--- src/rtl/dmem_pkg.sv ---
// Shared types and constants for the multi-cycle data-memory responder.
package dmem_pkg;

   localparam int CNT_W  = 4;
   localparam int WORD_W = 32;

   typedef enum logic [1:0] {
      IDLE = 2'd0,
      WAIT = 2'd1,
      RESP = 2'd2
   } state_e;

endpackage : dmem_pkg

--- src/rtl/dmem_array.sv ---
// Word storage for dmem_responder: synchronous write plus a read register.
// The read register is loaded by the access strobe and holds zero otherwise.
module dmem_array
   import dmem_pkg::*;
#(
   parameter int DEPTH_WORDS = 64,
   parameter int IDX_W       = $clog2(DEPTH_WORDS)
) (
   input  logic              clk_i,
   input  logic              rst_ni,
   input  logic              access_i,
   input  logic              we_i,
   input  logic [IDX_W-1:0]  idx_i,
   input  logic [WORD_W-1:0] wdata_i,
   output logic [WORD_W-1:0] rdata_o
);

   logic [WORD_W-1:0] mem_q [DEPTH_WORDS];
   logic [WORD_W-1:0] rdata_q;

   // NOTE: storage has no reset branch so it maps onto plain RAM; contents are undefined after power-up.
   always_ff @(posedge clk_i) begin
      if (access_i && we_i) begin
         mem_q[idx_i] <= wdata_i;
      end
   end

   // Zero except on the cycle after a read access, so writes and idle cycles show 0.
   always_ff @(posedge clk_i or negedge rst_ni) begin
      if (!rst_ni) begin
         rdata_q <= '0;
      end else if (access_i && !we_i) begin
         rdata_q <= mem_q[idx_i];
      end else begin
         rdata_q <= '0;
      end
   end

   assign rdata_o = rdata_q;

endmodule : dmem_array

--- src/rtl/dmem_responder.sv ---
// Request/acknowledge data-memory target with LATENCY wait states and a one-cycle ack.
// Optional DMEM_MISALIGN_CHECK_EN flags accesses with addr[1:0] != 0 and suppresses their write.
module dmem_responder
   import dmem_pkg::*;
#(
   parameter int DEPTH_WORDS = 64,
   parameter int LATENCY     = 2
) (
   input  logic              clk_i,
   input  logic              rst_ni,
   input  logic              req_i,
   input  logic              we_i,
   input  logic [WORD_W-1:0] addr_i,
   input  logic [WORD_W-1:0] wdata_i,
   output logic              ack_o,
   output logic [WORD_W-1:0] rdata_o,
   output logic              err_o,
   output logic              busy_o
);

   localparam int               IDX_W = $clog2(DEPTH_WORDS);
   localparam int               AW    = IDX_W + 2;
   localparam logic [CNT_W-1:0] LAT_C = CNT_W'(LATENCY);

   state_e            state_q;
   logic [CNT_W-1:0]  cnt_q;
   logic [AW-1:0]     addr_q, addr_d;
   logic              we_q, we_d;
   logic [WORD_W-1:0] wdata_q, wdata_d;
   logic              ack_q, err_q;
   logic              accept, enter_resp, misalign, access;
   logic              unused_addr;

   // With LATENCY=0 the access fires on the accept edge, so it must see the live inputs.
   always_comb begin
      accept     = (state_q == IDLE) && req_i;
      addr_d     = accept ? addr_i[AW-1:0] : addr_q;
      we_d       = accept ? we_i : we_q;
      wdata_d    = accept ? wdata_i : wdata_q;
      enter_resp = (accept && (LATENCY == 0)) ||
                   ((state_q == WAIT) && (cnt_q <= CNT_W'(1)));
`ifdef DMEM_MISALIGN_CHECK_EN
      misalign   = (addr_d[1:0] != 2'b00);
`else
      misalign   = 1'b0;
`endif
      access     = enter_resp && !misalign;
   end

`ifdef DMEM_MISALIGN_CHECK_EN
   assign unused_addr = ^addr_i[WORD_W-1:AW];
`else
   assign unused_addr = ^{addr_i[WORD_W-1:AW], addr_d[1:0]};
`endif

   // NOTE: sequential state uses non-blocking assignments so every register samples pre-edge values.
   always_ff @(posedge clk_i or negedge rst_ni) begin
      if (!rst_ni) begin
         state_q <= IDLE;
         cnt_q   <= '0;
         addr_q  <= '0;
         we_q    <= 1'b0;
         wdata_q <= '0;
         ack_q   <= 1'b0;
         err_q   <= 1'b0;
      end else begin
         ack_q <= enter_resp;
         err_q <= enter_resp && misalign;
         unique case (state_q)
            IDLE: begin
               if (req_i) begin
                  addr_q  <= addr_d;
                  we_q    <= we_d;
                  wdata_q <= wdata_d;
                  cnt_q   <= LAT_C;
                  state_q <= (LATENCY == 0) ? RESP : WAIT;
               end
            end
            WAIT: begin
               cnt_q <= cnt_q - CNT_W'(1);
               if (cnt_q <= CNT_W'(1)) begin
                  state_q <= RESP;
               end
            end
            RESP: begin
               state_q <= IDLE;
            end
            default: begin
               state_q <= IDLE;
            end
         endcase
      end
   end

   dmem_array #(
      .DEPTH_WORDS (DEPTH_WORDS),
      .IDX_W       (IDX_W)
   ) u_array (
      .clk_i    (clk_i),
      .rst_ni   (rst_ni),
      .access_i (access),
      .we_i     (we_d),
      .idx_i    (addr_d[AW-1:2]),
      .wdata_i  (wdata_d),
      .rdata_o  (rdata_o)
   );

   assign ack_o  = ack_q;
   assign err_o  = err_q;
   assign busy_o = (state_q != IDLE);

endmodule : dmem_responder

--- config.mk ---
export PLATFORM = sky130hd
export DESIGN_NAME = dmem_responder
export DESIGN_NICKNAME = d
export VERILOG_FILES = /design/src/rtl/dmem_pkg.sv /design/src/rtl/dmem_array.sv /design/src/rtl/dmem_responder.sv
export SDC_FILE = /design/constraint.sdc
export NUM_CORES = 2
export LEC_CHECK = 0
export ABC_AREA = 1
export BUFFER_PORTS_ARGS = -buffer_cell sky130_fd_sc_hd__buf_2
export CAP_MARGIN = 20
export CELL_PAD_IN_SITES_DETAIL_PLACEMENT = 1
export CELL_PAD_IN_SITES_GLOBAL_PLACEMENT = 1
export CORE_MARGIN = 2
export CORE_UTILIZATION = 27
export CTS_CLUSTER_SIZE = 40
export DETAILED_ROUTE_END_ITERATION = 8
export PLACE_DENSITY_LB_ADDON = 0.1
export SYNTH_ARGS = -nofsm -noshare
export SYNTH_HDL_FRONTEND = slang
export SYNTH_SLANG_ARGS = --single-unit
--- constraint.sdc ---
create_clock -name clk_i -period 5.7 [get_ports clk_i]
set_clock_uncertainty 0.15 [all_clocks]
set_input_delay 0.57 -clock clk_i [delete_from_list [all_inputs] [get_ports clk_i]]
set_output_delay 0.57 -clock clk_i [all_outputs]
set_load 0.005 [all_outputs]
==> metrics <==
Hold Path Depth=3; vias per inst=4.646; Crit. End Element=register; hold wc startpoint=req_i; setup TNS=0 ns; Num CTS Buffers=263; Slowest-stage cell, CP=nor3_4; Synth Instances=7,593; largest net degree at the start of global routing=109; critical path required time=6.10 ns; worst vdd rail ir drop=roughly 0.9 mV; RD Place Congestion=0.7735; vias in the first global route=58,361; Worst slew margin=29.05%; Tmin final=4.570 ns; syn_nets=about 7,700; I/O pins=103; # DRC=0; Total GRT Usage=19.53%; post-CTS setup buffers=0; average size of a mapped cell=11.34 sq um; Peak Freq=about 0.22 GHz; Worst path max stage delay=0.81 ns; RR Endpoint=u_array.mem_q[27][9]$_DFFE_PP_; first-pass GRT wire length=450,800 microns; crit-path most repeated cell=nor2_4; FF-to-FF setup slack=1.13 ns; Slew @ Worst Pin=1.064 ns; Hold Crit Class=in -> reg; DR WL/cell=26.12 microns; hpwl dp=186,700 microns; status=completed; Die Y=568.7 microns; post_cts resized=0; Longest Clk Path Bufs=4; final antenna-violating net count=0; Crit path arrival time=4.97 ns; Tot Pwr=57.86 mW; Hold Fails Final Rpt=0; layout cell share with drive strength beyond 1=around a tenth; R2R cell count=9; clk sinks=2,126; H-tree depth=5; initial antenna violation count=22; Crit path max-delay family=simple AND/OR/NAND/NOR gates; worst skew pair latency=0.89 ns; layout overhead on the synthesized area=18.28%; critical path cell sequence=nor2_4 > nand2_4 > buf_4 > nand2_1 > nand2_2 > nor3_4 > inv_2 > nor2_4 > buf_12; CTS tree=yes; Yosys warnings=0; flops & latches, synth=roughly 2,100; via count=56,796; CTS Root Cell=clkbuf_16; Core Area=317,800 sq um; Clock transition at path regs=0.06 ns; crit share post-route=80.18%; first drt pass iteration count=5; Hold Path Sink=addr_q[4]$_DFFE_PN0N_; Netlist Area Pre-Place=about 86,000 sq um; GR Overflow Total=0; Max Cap Violations=0; WP buf/inv=3; Die ar.=between 300,000 and 400,000 sq um; Die X=between 500 and 600 microns; Pleak=37.98 nW; DR iter-0 viols=4,395; final setup fails=0; Seq/Total Area, Yosys=roughly three quarters; CP Max Fanout=39; FP Rows=a little over 200; Pins Over Slew Limit=0; reg-to-reg critical path startpoint=state_q[1]$_DFFE_PN0P_; I/O Buffers=75; Layout Nets=7,912; Initial Util=a little over a quarter; unrepaired setup endpoints after global routing=no; cell area power density=around 570 nW/um^2; Synth cell types=34; Critical Path Source Type=register; critical path class=reg -> reg; DRT Wirelength=319,400 microns
-- where the power goes --
group	switching (mW)	internal, mW	leakage, nW
Combinational	17.1	4.78	14.5
Clock	6.68	9.08	3.87
Sequential	0.126	20.1	19.6
Total	23.9	33.9	38.0
-- cell type report --
| cell class | instances | area (sq um) |
|---|---|---|
| fillers | 34387 | 215900 |
| flip-flops and latches | 2126 | 63450 |
| multi-input cells | 4644 | 19860 |
| clock buffers | 356 | 7199 |
| well taps | 4180 | 5230 |
| repair buffers | 384 | 3791 |
| inverters | 423 | 1588 |
| clock inverters | 100 | 701.9 |
| diodes | 13 | 32.53 |
-- stage by stage --
| step | util [%] | cell area (sq um) | hold slack [ns] | setup slack (ns) | cells |
|---|---|---|---|---|---|
| global placement | 29.37 | 93340 | 0.2567 | 1.062 | 11710 |
| CTS | 32.03 | 101800 | 0.009799 | 0.9292 | 12211 |
| floorplan | - | 86110 | 0.1244 | 1.873 | 7593 |
| finish | 32.05 | 101900 | 0.07352 | 1.130 | 12226 |
| detailed placement | 29.42 | 93500 | 0.2602 | 0.9600 | 11717 |
| global route | 32.04 | 101800 | 0.06787 | 0.9526 | 12214 |
-- Yosys cell counts, drive strengths merged --
master / count / area share (%)
conb: 1 / 0.0044
nand3b: 2 / 0.017
o21ai: 446 / 2.6
a31oi: 1 / 0.0073
clkbuf: 107 / 0.47
nand2: 2769 / 12
ha: 2 / 0.029
a22oi: 1 / 0.0087
nand3: 576 / 3.4
dfrtp: 78 / 2.3
nor3: 6 / 0.078
and2: 11 / 0.080
nor2: 677 / 3.0
buf: 293 / 1.7
or2: 1 / 0.0073
o211ai: 4 / 0.035
inv: 423 / 1.8
nand4: 89 / 0.65
edfxtp: 2048 / 71
a21oi: 58 / 0.34
-- worst register-to-register path: stages (launching register included) --
cell,delay (ns)
dfrtp_1,0.40
nor2_4,0.57
nand2_4,0.27
buf_4,0.37
nand2_1,0.16
nand2_2,0.20
nor3_4,0.82
inv_2,0.40
nor2_4,0.57
buf_12,0.29
-- per-layer routing --
metal | vias to the layer above | global-route usage [%] | share of wire (%)
met1 | 29348 | 27.24 | 47
li1 | 26153 | - | -
met3 | 352 | 2.158 | 3.7
met2 | 943 | 32.63 | 48
met4 | 0 | 4.145 | 2.0
met5 | - | 0 | 0
-- cell families after synthesis --
group,after synthesis,synth area share [%]
AO/OA/AOI/OAI,510,2.984
adder cells (fa/ha/maj),2,0.02905
buffers and inverters,823,4.032
flip-flops,2126,73.68
other,1,0.004355
AND/OR/NAND/NOR,4131,19.27
-- how the worst max path moves through the flow --
stage                            from                              end  cells past startpoint
4_1_cts        state_q[1]$_DFFE_PN0P_  u_array.mem_q[28][12]$_DFFE_PP_                      9
6_report       state_q[1]$_DFFE_PN0P_   u_array.mem_q[27][9]$_DFFE_PP_                      9
3_3_place_gp   state_q[1]$_DFFE_PN0P_  u_array.mem_q[28][24]$_DFFE_PP_                      9
2_1_floorplan                   req_i   u_array.mem_q[11][0]$_DFFE_PP_                      9
5_1_grt        state_q[1]$_DFFE_PN0P_  u_array.mem_q[25][18]$_DFFE_PP_                      9
3_5_place_dp   state_q[1]$_DFFE_PN0P_   u_array.mem_q[28][9]$_DFFE_PP_                      9
-- layout by cell type (no fill, tap or decap), drive strengths merged, types with 83 or more instances in the layout --
master	netlist	final
clkinv	0	83
buf	293	346
nand3	576	576
nand4	89	89
clkbuf	107	356
inv	423	435
nand2	2769	2769
nor2	677	677
edfxtp	2048	2048
o21ai	446	446
-- state kept, by name, summed over array words and instances (netlist names) --
name	cells
ack_o	1
addr_q	6
cnt_q	4
state_q	2
u_array.mem_q	2048
u_array.rdata_o	32
wdata_q	32
we_q	1
-- timing repair --
action	in CTS	in global routing
endpoints found under the setup margin	0	0
hold buffers	38	0
hold endpoints to repair	114	0
No activity file was read; power rests on OpenSTA's default activity.
